--- src/rtl/cook_sequencer.sv ---
// ----------------------------------------------------------------------------
// cook_sequencer
//
// Control FSM for the oven's 4-digit MM:SS countdown timer. It shifts keypad
// digits into the timer, starts, pauses and clears the countdown, gates the
// magnetron, and raises a fixed-length beep once the countdown finishes.
//
// Ports
//   clk            in   system clock, rising-edge
//   rst            in   synchronous, active-high reset
//   key_valid      in   one-cycle strobe, key_digit is valid
//   key_digit      in   [3:0] BCD digit from the keypad
//   start          in   one-cycle strobe, start/resume
//   stop_clear     in   one-cycle strobe, pause when cooking, otherwise clear
//   door_closed    in   level, 1 = door closed
//   timer_finished in   level, timer has reached 00:00
//   timer_rst      out  one-cycle pulse that clears the timer
//   timer_load     out  one-cycle pulse, timer shifts timer_in in
//   timer_in       out  [3:0] digit for the timer, valid while timer_load=1
//   timer_enablen  out  active-low count enable to the timer
//   magnetron_on   out  heating element enable
//   beep           out  completion indicator
//   state          out  [2:0] current state (IDLE=0 ENTRY=1 COOK=2 PAUSE=3 DONE=4)
//
// Strobe semantics: key_valid, start and stop_clear are single-cycle strobes
// acted on in the cycle they are high; there is no back-pressure. Every
// output is registered, so a response appears on the edge that samples the
// input. Within a cycle, stop_clear beats door open, which beats start,
// which beats key_valid.
// ----------------------------------------------------------------------------
module cook_sequencer #(
  parameter int MAX_DIGITS  = 4,
  parameter int BEEP_CYCLES = 3
) (
  input  logic       clk,
  input  logic       rst,
  input  logic       key_valid,
  input  logic [3:0] key_digit,
  input  logic       start,
  input  logic       stop_clear,
  input  logic       door_closed,
  input  logic       timer_finished,
  output logic       timer_rst,
  output logic       timer_load,
  output logic [3:0] timer_in,
  output logic       timer_enablen,
  output logic       magnetron_on,
  output logic       beep,
  output logic [2:0] state
);

  localparam int DW = $clog2(MAX_DIGITS + 1);
  localparam int BW = $clog2(BEEP_CYCLES + 1);

  localparam logic [DW-1:0] DIGIT_MAX = DW'(MAX_DIGITS);
  localparam logic [BW-1:0] BEEP_MAX  = BW'(BEEP_CYCLES);

  localparam logic [2:0] S_IDLE  = 3'd0;
  localparam logic [2:0] S_ENTRY = 3'd1;
  localparam logic [2:0] S_COOK  = 3'd2;
  localparam logic [2:0] S_PAUSE = 3'd3;
  localparam logic [2:0] S_DONE  = 3'd4;

  logic [2:0]    state_q, state_d;
  logic [DW-1:0] digit_cnt_q, digit_cnt_d;
  logic [BW-1:0] beep_cnt_q, beep_cnt_d;
  logic          timer_rst_q, timer_rst_d;
  logic          timer_load_q, timer_load_d;
  logic [3:0]    timer_in_q, timer_in_d;
  logic          timer_enablen_q, timer_enablen_d;
  logic          magnetron_on_q, magnetron_on_d;
  logic          beep_q, beep_d;

  logic          digit_ok;

  assign digit_ok = key_valid && (key_digit <= 4'd9);

  always_comb begin
    // Defaults describe a quiet, non-cooking cycle: no pulses, counter off,
    // magnetron off. COOK and DONE override what they need.
    state_d         = state_q;
    digit_cnt_d     = digit_cnt_q;
    beep_cnt_d      = '0;
    timer_rst_d     = 1'b0;
    timer_load_d    = 1'b0;
    timer_in_d      = timer_in_q;
    timer_enablen_d = 1'b1;
    magnetron_on_d  = 1'b0;
    beep_d          = 1'b0;

    case (state_q)
      S_IDLE: begin
        if (stop_clear) begin
          timer_rst_d = 1'b1;
          digit_cnt_d = '0;
        end else if (digit_ok) begin
          // start is ignored here: there is no time entered yet.
          timer_load_d = 1'b1;
          timer_in_d   = key_digit;
          digit_cnt_d  = DW'(1);
          state_d      = S_ENTRY;
        end
      end

      S_ENTRY: begin
        if (stop_clear) begin
          timer_rst_d = 1'b1;
          digit_cnt_d = '0;
          state_d     = S_IDLE;
        end else if (start && door_closed) begin
          timer_enablen_d = 1'b0;
          magnetron_on_d  = 1'b1;
          state_d         = S_COOK;
        end else if (digit_ok && (digit_cnt_q < DIGIT_MAX)) begin
          timer_load_d = 1'b1;
          timer_in_d   = key_digit;
          digit_cnt_d  = digit_cnt_q + 1'b1;
        end
      end

      S_COOK: begin
        // Pausing wins over finishing; a finish seen together with a pause
        // is picked up again on the first COOK cycle after resume.
        if (stop_clear || !door_closed) begin
          state_d = S_PAUSE;
        end else if (timer_finished) begin
          beep_d     = 1'b1;
          beep_cnt_d = BW'(1);
          state_d    = S_DONE;
        end else begin
          timer_enablen_d = 1'b0;
          magnetron_on_d  = 1'b1;
        end
      end

      S_PAUSE: begin
        if (stop_clear) begin
          timer_rst_d = 1'b1;
          digit_cnt_d = '0;
          state_d     = S_IDLE;
        end else if (start && door_closed) begin
          timer_enablen_d = 1'b0;
          magnetron_on_d  = 1'b1;
          state_d         = S_COOK;
        end
      end

      S_DONE: begin
        // beep_cnt_q counts the beep cycles already shown (1..BEEP_MAX).
        if (stop_clear || (beep_cnt_q >= BEEP_MAX)) begin
          digit_cnt_d = '0;
          state_d     = S_IDLE;
        end else begin
          beep_d     = 1'b1;
          beep_cnt_d = beep_cnt_q + 1'b1;
        end
      end

      default: begin
        digit_cnt_d = '0;
        state_d     = S_IDLE;
      end
    endcase
  end

  always_ff @(posedge clk) begin
    if (rst) begin
      state_q         <= S_IDLE;
      digit_cnt_q     <= '0;
      beep_cnt_q      <= '0;
      timer_rst_q     <= 1'b0;
      timer_load_q    <= 1'b0;
      timer_in_q      <= 4'd0;
      timer_enablen_q <= 1'b1;
      magnetron_on_q  <= 1'b0;
      beep_q          <= 1'b0;
    end else begin
      state_q         <= state_d;
      digit_cnt_q     <= digit_cnt_d;
      beep_cnt_q      <= beep_cnt_d;
      timer_rst_q     <= timer_rst_d;
      timer_load_q    <= timer_load_d;
      timer_in_q      <= timer_in_d;
      timer_enablen_q <= timer_enablen_d;
      magnetron_on_q  <= magnetron_on_d;
      beep_q          <= beep_d;
    end
  end

  assign timer_rst     = timer_rst_q;
  assign timer_load    = timer_load_q;
  assign timer_in      = timer_in_q;
  assign timer_enablen = timer_enablen_q;
  assign magnetron_on  = magnetron_on_q;
  assign beep          = beep_q;
  assign state         = state_q;

endmodule

--- config.mk ---
export PLATFORM = sky130hd
export DESIGN_NAME = cook_sequencer
export DESIGN_NICKNAME = d
export VERILOG_FILES = /design/src/rtl/cook_sequencer.sv
export SDC_FILE = /design/constraint.sdc
export NUM_CORES = 1
export LEC_CHECK = 0
export CORE_MARGIN = 8
export CORE_UTILIZATION = 49
export CTS_CLUSTER_DIAMETER = 150
export DETAILED_ROUTE_END_ITERATION = 16
export GPL_ROUTABILITY_DRIVEN = 0
export PLACE_DENSITY = 0.86
export SYNTH_ARGS = -nofsm -noshare
export SYNTH_HDL_FRONTEND = slang
export SYNTH_SLANG_ARGS = --single-unit
--- constraint.sdc ---
create_clock -name clk -period 2.8 [get_ports clk]
set_input_delay 0.84 -clock clk [delete_from_list [all_inputs] [get_ports clk]]
set_output_delay 0.84 -clock clk [all_outputs]
set_load 0.005 [all_outputs]
==> results of run 1 <==
metal layers:
metal / wire length (um) / track usage
met3: 228 / 0.05652
met4: 53 / 0.06643
met5: 0 / 0
met2: 884 / 0.2094
met1: 864 / 0.1418
path summary, 6_finish.rpt:
path	end	slack, ns	cells past startpoint
setup / recovery	state[0]	0.45	1
hold / removal	beep_cnt_q[0]$_SDFF_PP0_	0.45	1
setup reg to reg	digit_cnt_q[1]$_SDFFE_PP0P_	1.03	4
hold reg to reg	beep_cnt_q[0]$_SDFF_PP0_	0.45	1
synth_stat cells (all sizes together):
cell / count
dfxtp: 17
nor2: 11
nand2: 8
mux2i: 6
o21ai: 5
buf: 4
inv: 4
nand3: 3
nor3: 3
a2111oi: 2
a221oi: 2
and3: 2
ha: 2
nor3b: 2
nor4: 2
o2111ai: 2
a21boi: 1
a21oi: 1
a221o: 1
a31o: 1
a31oi: 1
and2: 1
and2b: 1
clkbuf: 1
nand2b: 1
nand4: 1
nor2b: 1
nor4b: 1
o211a: 1
o211ai: 1
o21a: 1
o31ai: 1
or4: 1
xnor2: 1
metrics by stage:
| step | power (uW) | instance area, um^2 | util | instances | hold WS [ns] |
|---|---|---|---|---|---|
| 6_report | 553.6 | 1136 | 0.6652 | 141 | 0.4529 |
| 5_1_grt | 582.8 | 1136 | 0.6652 | 141 | 0.4853 |
| 3_3_place_gp | 425.5 | 1110 | 0.6498 | 137 | 0.4356 |
| 4_1_cts | 557.0 | 1136 | 0.6652 | 141 | 0.4562 |
| 3_5_place_dp | 430.5 | 1110 | 0.6498 | 137 | 0.4432 |
| 2_1_floorplan | 371.1 | 878.3 | - | 93 | 0.4135 |
flip-flops by register name, summed over array words and instances (netlist names):
signal         cells
timer_in           4
state              3
digit_cnt_q        3
magnetron_on       1
beep               1
timer_enablen      1
timer_load         1
beep_cnt_q         2
timer_rst          1
cell type report:
type	count	share of cell area
Clock buffer	4	0.02313
Timing Repair Buffer	24	0.2070
Tap cell	25	0.02753
Sequential cell	17	0.2996
Inverter	4	0.01322
Multi-Input combinational cell	67	0.4295
power breakdown:
group	switching (uW)	internal, uW	total [uW]
Combinational	73.6	73.6	147
Sequential	22.7	256	278
Clock	72.6	55.5	128
Total	169	385	554
logic make-up after synthesis:
logic type	synth area share
multiplexers	0.06838
AO/OA/AOI/OAI	0.2037
flip-flops	0.3875
buffers and inverters	0.05696
XOR/XNOR	0.009973
adder cells (fa/ha/maj)	0.02849
AND/OR/NAND/NOR	0.2450
==> flow_summary.html, run 1 <==
<table>
<tr><th>Metric</th><th>Value</th></tr>
<tr><th colspan="2">Status</th></tr>
<tr><td>Result of the run</td><td>finished, final reports clean</td></tr>
<tr><th colspan="2">Logic synthesis</th></tr>
<tr><td>Summed instance area of the synthesized netlist</td><td>878.3 um^2</td></tr>
<tr><td>Number of distinct library cells after synthesis</td><td>41</td></tr>
<tr><td>Area fraction of the dominant cell type after synthesis</td><td>0.3875</td></tr>
<tr><td>Cell taking the most area after synthesis</td><td>sky130_fd_sc_hd__dfxtp_1</td></tr>
<tr><td>Synthesized netlist net count</td><td>106</td></tr>
<tr><td>Main area contributors after synthesis</td><td>sky130_fd_sc_hd__dfxtp_1 (39%), sky130_fd_sc_hd__mux2i_1 (6.8%), sky130_fd_sc_hd__nor2_1 (4.7%), sky130_fd_sc_hd__a2111oi_4 (3.1%), sky130_fd_sc_hd__nand2_1 (3.0%)</td></tr>
<tr><td>Synthesis warning total</td><td>0</td></tr>
<tr><td>Share of synthesized area occupied by flip-flops and latches</td><td>0.3875</td></tr>
<tr><td>Mean post-synth cell area</td><td>9.445 um^2</td></tr>
<tr><td>Number of instances in the synthesized netlist</td><td>93</td></tr>
<tr><td>Number of storage elements in the synthesis netlist</td><td>17</td></tr>
<tr><th colspan="2">Worst setup path</th></tr>
<tr><td>Stage delay of the slowest cell on the critical path</td><td>0.62 ns</td></tr>
<tr><td>Kind of start point of the critical path</td><td>flop</td></tr>
<tr><td>Cell-by-cell trace of the critical path</td><td>clkdlybuf4s50_1</td></tr>
<tr><td>Worst EP required</td><td>1.96 ns</td></tr>
<tr><td>Start-to-end type of the worst setup path</td><td>flop to primary output</td></tr>
<tr><td>Max FO, Critical Path</td><td>13</td></tr>
<tr><td>Worst setup startpoint</td><td>state[0]$_SDFFE_PP0P_</td></tr>
<tr><td>Slowest cell on the critical path</td><td>sky130_fd_sc_hd__dfxtp_1</td></tr>
<tr><td>Setup crit end kind</td><td>primary output</td></tr>
<tr><td>Worst Path Buf+Inv</td><td>1</td></tr>
<tr><td>Delay-heaviest family, CP</td><td>flip-flops</td></tr>
<tr><td>Worst reg2reg path startpoint</td><td>state[0]$_SDFFE_PP0P_</td></tr>
<tr><td>Worst path arrival time</td><td>1.51 ns</td></tr>
<tr><th colspan="2">Global route</th></tr>
<tr><td>Maximum number of pins on one net before global-route repair</td><td>14</td></tr>
<tr><td>Initial antenna violation count</td><td>0</td></tr>
<tr><td>GRT Residual Overflow</td><td>0</td></tr>
<tr><td>First-pass GRT wire length</td><td>3484 um</td></tr>
<tr><td>Aggregate global-route resource usage</td><td>0.1302</td></tr>
<tr><td>Vias in the first global route</td><td>790</td></tr>
<tr><th colspan="2">Final layout</th></tr>
<tr><td>Total area of multi-input combinational cells</td><td>488.0 um^2</td></tr>
<tr><td>Combined flip-flop and latch cell area</td><td>340.3 um^2</td></tr>
<tr><td>Share of final-layout standard cells stronger than drive strength 1</td><td>0.1121</td></tr>
<tr><td>Area Growth Syn to Fin</td><td>29.34%</td></tr>
<tr><td>Number of nets at the end of the flow</td><td>130</td></tr>
<tr><td>Ant diodes</td><td>0</td></tr>
<tr><td>Fillers</td><td>138</td></tr>
<tr><td>Most common library cell in the layout ignoring fill and taps</td><td>sky130_fd_sc_hd__clkdlybuf4s50_1</td></tr>
<tr><td>Commonest non-fill, non-tap cells in the layout</td><td>sky130_fd_sc_hd__clkdlybuf4s50_1 (22), sky130_fd_sc_hd__dfxtp_1 (17), sky130_fd_sc_hd__nor2_1 (11)</td></tr>
<tr><th colspan="2">Power</th></tr>
<tr><td>Leakage component of the power</td><td>0.0004396 uW</td></tr>
<tr><td>Maximum vdd ir drop</td><td>0.3072 mV</td></tr>
<tr><td>Total power divided by cell area</td><td>487.3 mW/mm^2</td></tr>
<tr><th colspan="2">Floorplan</th></tr>
<tr><td>FP Rows</td><td>15</td></tr>
<tr><td>Die height</td><td>58.34 um</td></tr>
<tr><td>Top-level port count</td><td>23</td></tr>
<tr><td>Area enclosed by the die boundary</td><td>0.003404 mm^2</td></tr>
<tr><td>Area of the core region</td><td>0.001708 mm^2</td></tr>
<tr><td>Initial Util</td><td>0.5143</td></tr>
<tr><td>Width of the die</td><td>58.34 um</td></tr>
<tr><th colspan="2">Clock tree</th></tr>
<tr><td>H-tree level count</td><td>1</td></tr>
<tr><td>Clock transition at the registers of the reported paths</td><td>0.09 ns</td></tr>
<tr><td>Post-cts hold buffer count</td><td>0</td></tr>
<tr><td>TritonCTS clock tree</td><td>built</td></tr>
<tr><td>CTS Sinks</td><td>17</td></tr>
<tr><td>Worst-skew pair later-pin latency</td><td>0.29 ns</td></tr>
<tr><td>Number of buffers created by CTS</td><td>3</td></tr>
<tr><td>Maximum clock insertion buffer count</td><td>2</td></tr>
<tr><td>Number of instances resized during post-cts repair</td><td>0</td></tr>
<tr><td>Setup Buffers After CTS</td><td>0</td></tr>
<tr><td>Clock Tree Root</td><td>sky130_fd_sc_hd__clkbuf_4</td></tr>
<tr><th colspan="2">Timing</th></tr>
<tr><td>Total count of hold-check failures in the final report</td><td>0</td></tr>
<tr><td>Final setup violation count</td><td>0</td></tr>
<tr><td>Sum of negative setup slack</td><td>0 ns</td></tr>
<tr><td>Max Clock Freq</td><td>424.7 MHz</td></tr>
<tr><td>Final Max Tran Viols</td><td>0</td></tr>
<tr><td>Final period util</td><td>0.8408</td></tr>
<tr><td>Min cycle time layout</td><td>2.354 ns</td></tr>
<tr><td>RSZ-0062 raised after global routing</td><td>no</td></tr>
<tr><td>Worst Clk Skew</td><td>0.003834 ns</td></tr>
<tr><td>Worst slew margin relative to its limit</td><td>0.6858</td></tr>
<tr><td>Measured slew at the worst slew-check pin</td><td>0.4706 ns</td></tr>
<tr><td>Post-route setup slack</td><td>0.4457 ns</td></tr>
<tr><th colspan="2">Detailed routing</th></tr>
<tr><td>First-pass detailed-route iteration total</td><td>4</td></tr>
<tr><td>Final routed wire length divided by cell count</td><td>14.40 um</td></tr>
<tr><td>Overall via count from detail_route</td><td>799</td></tr>
<tr><td>Detailed router's first-iteration violation count</td><td>19</td></tr>
<tr><td>Total wirelength of the detailed-routed design</td><td>2031 um</td></tr>
<tr><td>Drt via density</td><td>5.667</td></tr>
<tr><td>Drc violations</td><td>0</td></tr>
<tr><td>Antenna-violating nets left</td><td>0</td></tr>
<tr><th colspan="2">Min path</th></tr>
<tr><td>Worst Hold Class</td><td>flop to flop</td></tr>
<tr><td>Launch instance of the worst min-delay path</td><td>beep_cnt_q[0]$_SDFF_PP0_</td></tr>
<tr><th colspan="2">Placement</th></tr>
<tr><td>Placed wire-length estimate after detailed placement</td><td>1579 um</td></tr>
<tr><td>Setup Slack @ Placement</td><td>0.2777 ns</td></tr>
<tr><td>Input/output buffers</td><td>22</td></tr>
<tr><th colspan="2">Flow run</th></tr>
<tr><td>Max-capacitance violation count</td><td>0</td></tr>
</table>
No activity file was read; power rests on OpenSTA's default activity.
==> inputs of run 2 (changes only) <==
Settings changed: CORE_UTILIZATION 49 to 42, PLACE_DENSITY 0.86 to 0.79.
Clock period 2.8 ns to 1.9 ns, I/O delays scaled along.
==> flow_summary.html, run 2 (synthesis gave the netlist of run 1 again) <==
<table>
<tr><th>Metric</th><th>Value</th></tr>
<tr><th colspan="2">Final layout</th></tr>
<tr><td>Ant diodes</td><td>0 (unchanged)</td></tr>
<tr><td>Number of nets at the end of the flow</td><td>145 (was 130)</td></tr>
<tr><td>Commonest non-fill, non-tap cells in the layout</td><td>sky130_fd_sc_hd__clkdlybuf4s50_1 (21), sky130_fd_sc_hd__buf_4 (17), sky130_fd_sc_hd__dfxtp_1 (14) (was sky130_fd_sc_hd__clkdlybuf4s50_1 (22), sky130_fd_sc_hd__dfxtp_1 (17), sky130_fd_sc_hd__nor2_1 (11))</td></tr>
<tr><td>Area Growth Syn to Fin</td><td>46.15% (was 29.34%)</td></tr>
<tr><td>Most common library cell in the layout ignoring fill and taps</td><td>sky130_fd_sc_hd__clkdlybuf4s50_1 (unchanged)</td></tr>
<tr><td>Flip-flop count of the largest register after layout</td><td>4 (unchanged)</td></tr>
<tr><td>Fillers</td><td>183 (was 138)</td></tr>
<tr><td>Share of final-layout standard cells stronger than drive strength 1</td><td>0.2672 (was 0.1121)</td></tr>
<tr><th colspan="2">Clock tree</th></tr>
<tr><td>Post-cts hold buffer count</td><td>0 (unchanged)</td></tr>
<tr><td>CTS Sinks</td><td>17 (unchanged)</td></tr>
<tr><td>Clock transition at the registers of the reported paths</td><td>0.10 ns (was 0.09 ns)</td></tr>
<tr><td>Maximum clock insertion buffer count</td><td>2 (unchanged)</td></tr>
<tr><td>Setup Buffers After CTS</td><td>0 (unchanged)</td></tr>
<tr><td>TritonCTS clock tree</td><td>built (unchanged)</td></tr>
<tr><td>Worst-skew pair later-pin latency</td><td>0.30 ns (was 0.29 ns)</td></tr>
<tr><td>H-tree level count</td><td>1 (unchanged)</td></tr>
<tr><td>Number of buffers created by CTS</td><td>3 (unchanged)</td></tr>
<tr><td>Clock Tree Root</td><td>sky130_fd_sc_hd__clkbuf_4 (unchanged)</td></tr>
<tr><th colspan="2">Power</th></tr>
<tr><td>Part of the power in combinational logic</td><td>0.313 (was 0.266)</td></tr>
<tr><td>Internal power</td><td>609.1 uW (was 384.8 uW)</td></tr>
<tr><td>Share of power burned in registers</td><td>0.466 (was 0.503)</td></tr>
<tr><td>Maximum vdd ir drop</td><td>0.5967 mV (was 0.3072 mV)</td></tr>
<tr><td>Switching Power</td><td>285.7 uW (was 168.8 uW)</td></tr>
<tr><td>Part of the power in the clock network</td><td>0.221 (was 0.231)</td></tr>
<tr><td>PnR Total Power</td><td>894.8 uW (was 553.6 uW)</td></tr>
<tr><td>Net Sw Frac</td><td>0.3193 (was 0.3049)</td></tr>
<tr><td>Leakage component of the power</td><td>0.0005222 uW (was 0.0004396 uW)</td></tr>
<tr><td>Total power divided by cell area</td><td>697.0 mW/mm^2 (was 487.3 mW/mm^2)</td></tr>
<tr><th colspan="2">Floorplan</th></tr>
<tr><td>Width of the die</td><td>61.73 um (was 58.34 um)</td></tr>
<tr><td>Die height</td><td>61.73 um (was 58.34 um)</td></tr>
<tr><td>FP Rows</td><td>16 (was 15)</td></tr>
<tr><td>Area enclosed by the die boundary</td><td>0.003811 mm^2 (was 0.003404 mm^2)</td></tr>
<tr><td>Area of the core region</td><td>0.001962 mm^2 (was 0.001708 mm^2)</td></tr>
<tr><td>Initial Util</td><td>0.4477 (was 0.5143)</td></tr>
<tr><td>Top-level port count</td><td>23 (unchanged)</td></tr>
<tr><th colspan="2">Detailed routing</th></tr>
<tr><td>Total wirelength of the detailed-routed design</td><td>2406 um (was 2031 um)</td></tr>
<tr><td>Drc violations</td><td>0 (unchanged)</td></tr>
<tr><td>Overall via count from detail_route</td><td>861 (was 799)</td></tr>
<tr><td>Final routed wire length divided by cell count</td><td>15.23 um (was 14.40 um)</td></tr>
<tr><td>Drt via density</td><td>5.449 (was 5.667)</td></tr>
<tr><td>First-pass detailed-route iteration total</td><td>4 (unchanged)</td></tr>
<tr><td>Antenna-violating nets left</td><td>0 (unchanged)</td></tr>
<tr><td>Detailed router's first-iteration violation count</td><td>21 (was 19)</td></tr>
<tr><th colspan="2">Timing</th></tr>
<tr><td>Min cycle time layout</td><td>1.824 ns</td></tr>
<tr><td>Worst slew margin relative to its limit</td><td>0.7359 (was 0.6858)</td></tr>
<tr><td>Final setup violation count</td><td>0 (unchanged)</td></tr>
<tr><td>Measured slew at the worst slew-check pin</td><td>0.3862 ns (was 0.4706 ns)</td></tr>
<tr><td>Final Max Tran Viols</td><td>0 (unchanged)</td></tr>
<tr><td>Max Clock Freq</td><td>548.4 MHz</td></tr>
<tr><td>Total count of hold-check failures in the final report</td><td>0 (unchanged)</td></tr>
<tr><td>RSZ-0062 raised after global routing</td><td>no (unchanged)</td></tr>
<tr><td>Worst hold slack</td><td>0.4722 ns (was 0.4529 ns)</td></tr>
<tr><td>Final period util</td><td>0.9598</td></tr>
<tr><td>Worst Clk Skew</td><td>0.0006284 ns (was 0.003834 ns)</td></tr>
<tr><td>Post-route setup slack</td><td>0.07642 ns (was 0.4457 ns)</td></tr>
<tr><th colspan="2">Worst setup path</th></tr>
<tr><td>Worst setup startpoint</td><td>state[0]$_SDFFE_PP0P_ (unchanged)</td></tr>
<tr><td>Number of gates on the worst path with buffers counted</td><td>1 (unchanged)</td></tr>
<tr><td>Register-to-Register Setup Slack</td><td>0.35 ns (was 1.03 ns)</td></tr>
<tr><td>Capture point of the worst path</td><td>state[0] (unchanged)</td></tr>
<tr><td>Worst EP required</td><td>1.33 ns (was 1.96 ns)</td></tr>
<tr><td>Kind of start point of the critical path</td><td>flop (unchanged)</td></tr>
<tr><td>Stage delay of the slowest cell on the critical path</td><td>0.52 ns (was 0.62 ns)</td></tr>
<tr><td>Max FO, Critical Path</td><td>10 (was 13)</td></tr>
<tr><td>Reg-to-Reg End</td><td>digit_cnt_q[2]$_SDFFE_PP0P_ (was digit_cnt_q[1]$_SDFFE_PP0P_)</td></tr>
<tr><td>Worst path arrival time</td><td>1.25 ns (was 1.51 ns)</td></tr>
<tr><td>Setup crit end kind</td><td>primary output (unchanged)</td></tr>
<tr><td>Worst Path Buf+Inv</td><td>1 (unchanged)</td></tr>
<tr><td>Cell-by-cell trace of the critical path</td><td>clkdlybuf4s50_1 (unchanged)</td></tr>
<tr><td>Worst reg2reg path startpoint</td><td>state[2]$_SDFFE_PP0P_ (was state[0]$_SDFFE_PP0P_)</td></tr>
<tr><td>Length in cells of the worst reg-to-reg path</td><td>5 (was 4)</td></tr>
<tr><td>Start-to-end type of the worst setup path</td><td>flop to primary output (unchanged)</td></tr>
<tr><td>Delay-heaviest family, CP</td><td>buffers and inverters (was flip-flops)</td></tr>
<tr><td>Slowest cell on the critical path</td><td>sky130_fd_sc_hd__clkdlybuf4s50_1 (was sky130_fd_sc_hd__dfxtp_1)</td></tr>
<tr><th colspan="2">Global route</th></tr>
<tr><td>Vias in the first global route</td><td>875 (was 790)</td></tr>
<tr><td>First-pass GRT wire length</td><td>3981 um (was 3484 um)</td></tr>
<tr><td>GRT Residual Overflow</td><td>0 (unchanged)</td></tr>
<tr><td>Maximum number of pins on one net before global-route repair</td><td>11 (was 14)</td></tr>
<tr><td>Initial antenna violation count</td><td>0 (unchanged)</td></tr>
<tr><td>Aggregate global-route resource usage</td><td>0.1410 (was 0.1302)</td></tr>
<tr><th colspan="2">Placement</th></tr>
<tr><td>Input/output buffers</td><td>22 (unchanged)</td></tr>
<tr><td>Placed wire-length estimate after detailed placement</td><td>1843 um (was 1579 um)</td></tr>
<tr><td>Setup Slack @ Placement</td><td>-0.3788 ns (was 0.2777 ns)</td></tr>
<tr><th colspan="2">Status</th></tr>
<tr><td>Result of the run</td><td>finished, final reports clean (unchanged)</td></tr>
<tr><th colspan="2">Min path</th></tr>
<tr><td>Worst Hold Class</td><td>flop to flop (unchanged)</td></tr>
<tr><td>Worst hold path depth</td><td>1 (unchanged)</td></tr>
<tr><th colspan="2">Flow run</th></tr>
<tr><td>Max-capacitance violation count</td><td>0 (unchanged)</td></tr>
</table>
[run 2: what timing repair did]
action                     CTS  global route
setup endpoints to repair    7             4
gates resized for setup      4             7
pin swaps                    0             0
[run 2: cell type report]
| class | instances | area [um^2] | share of cell area |
|---|---|---|---|
| repair buffers | 39 | 346.6 | 0.2700 |
| clock buffers | 4 | 26.28 | 0.02047 |
| inverters | 4 | 15.01 | 0.01170 |
| well taps | 27 | 33.78 | 0.02632 |
| flip-flops and latches | 17 | 351.6 | 0.2739 |
| multi-input cells | 67 | 510.5 | 0.3977 |
[run 2: layer usage]
layer | global-route usage | share of wire | vias up
li1 | - | - | 418
met1 | 0.1546 | 0.44 | 403
met2 | 0.2304 | 0.45 | 31
met3 | 0.05350 | 0.084 | 9
met4 | 0.07468 | 0.029 | 0
met5 | 0 | 0 | -
[run 2: metrics by stage]
| stage | setup TNS, ns | std cells | utilization | cell area, um^2 |
|---|---|---|---|---|
| after floorplan | 0 | 93 | - | 878.3 |
| after global placement | -3.275 | 154 | 0.6244 | 1225 |
| after detailed placement | -4.190 | 154 | 0.6244 | 1225 |
| after CTS | 0 | 158 | 0.6390 | 1254 |
| after global routing | 0 | 158 | 0.6543 | 1284 |
| final | 0 | 158 | 0.6543 | 1284 |
[run 2: power groups by stage]
stage / registers (uW) / clock network, uW / logic [uW]
floorplan: 399 / 0 / 148
global placement: 420 / 0 / 248
detailed placement: 422 / 0 / 253
CTS: 416 / 198 / 254
global route: 420 / 221 / 303
finish: 417 / 198 / 280
[run 2: how the worst min path moves through the flow]
stage	startpoint	to	slack (ns)
global placement	beep_cnt_q[0]$_SDFF_PP0_	beep_cnt_q[0]$_SDFF_PP0_	0.44
finish	beep_cnt_q[0]$_SDFF_PP0_	beep_cnt_q[0]$_SDFF_PP0_	0.47
global route	beep_cnt_q[0]$_SDFF_PP0_	beep_cnt_q[0]$_SDFF_PP0_	0.50
detailed placement	beep_cnt_q[0]$_SDFF_PP0_	beep_cnt_q[0]$_SDFF_PP0_	0.46
floorplan	beep_cnt_q[0]$_SDFF_PP0_	beep_cnt_q[0]$_SDFF_PP0_	0.41
CTS	beep_cnt_q[0]$_SDFF_PP0_	beep_cnt_q[0]$_SDFF_PP0_	0.48
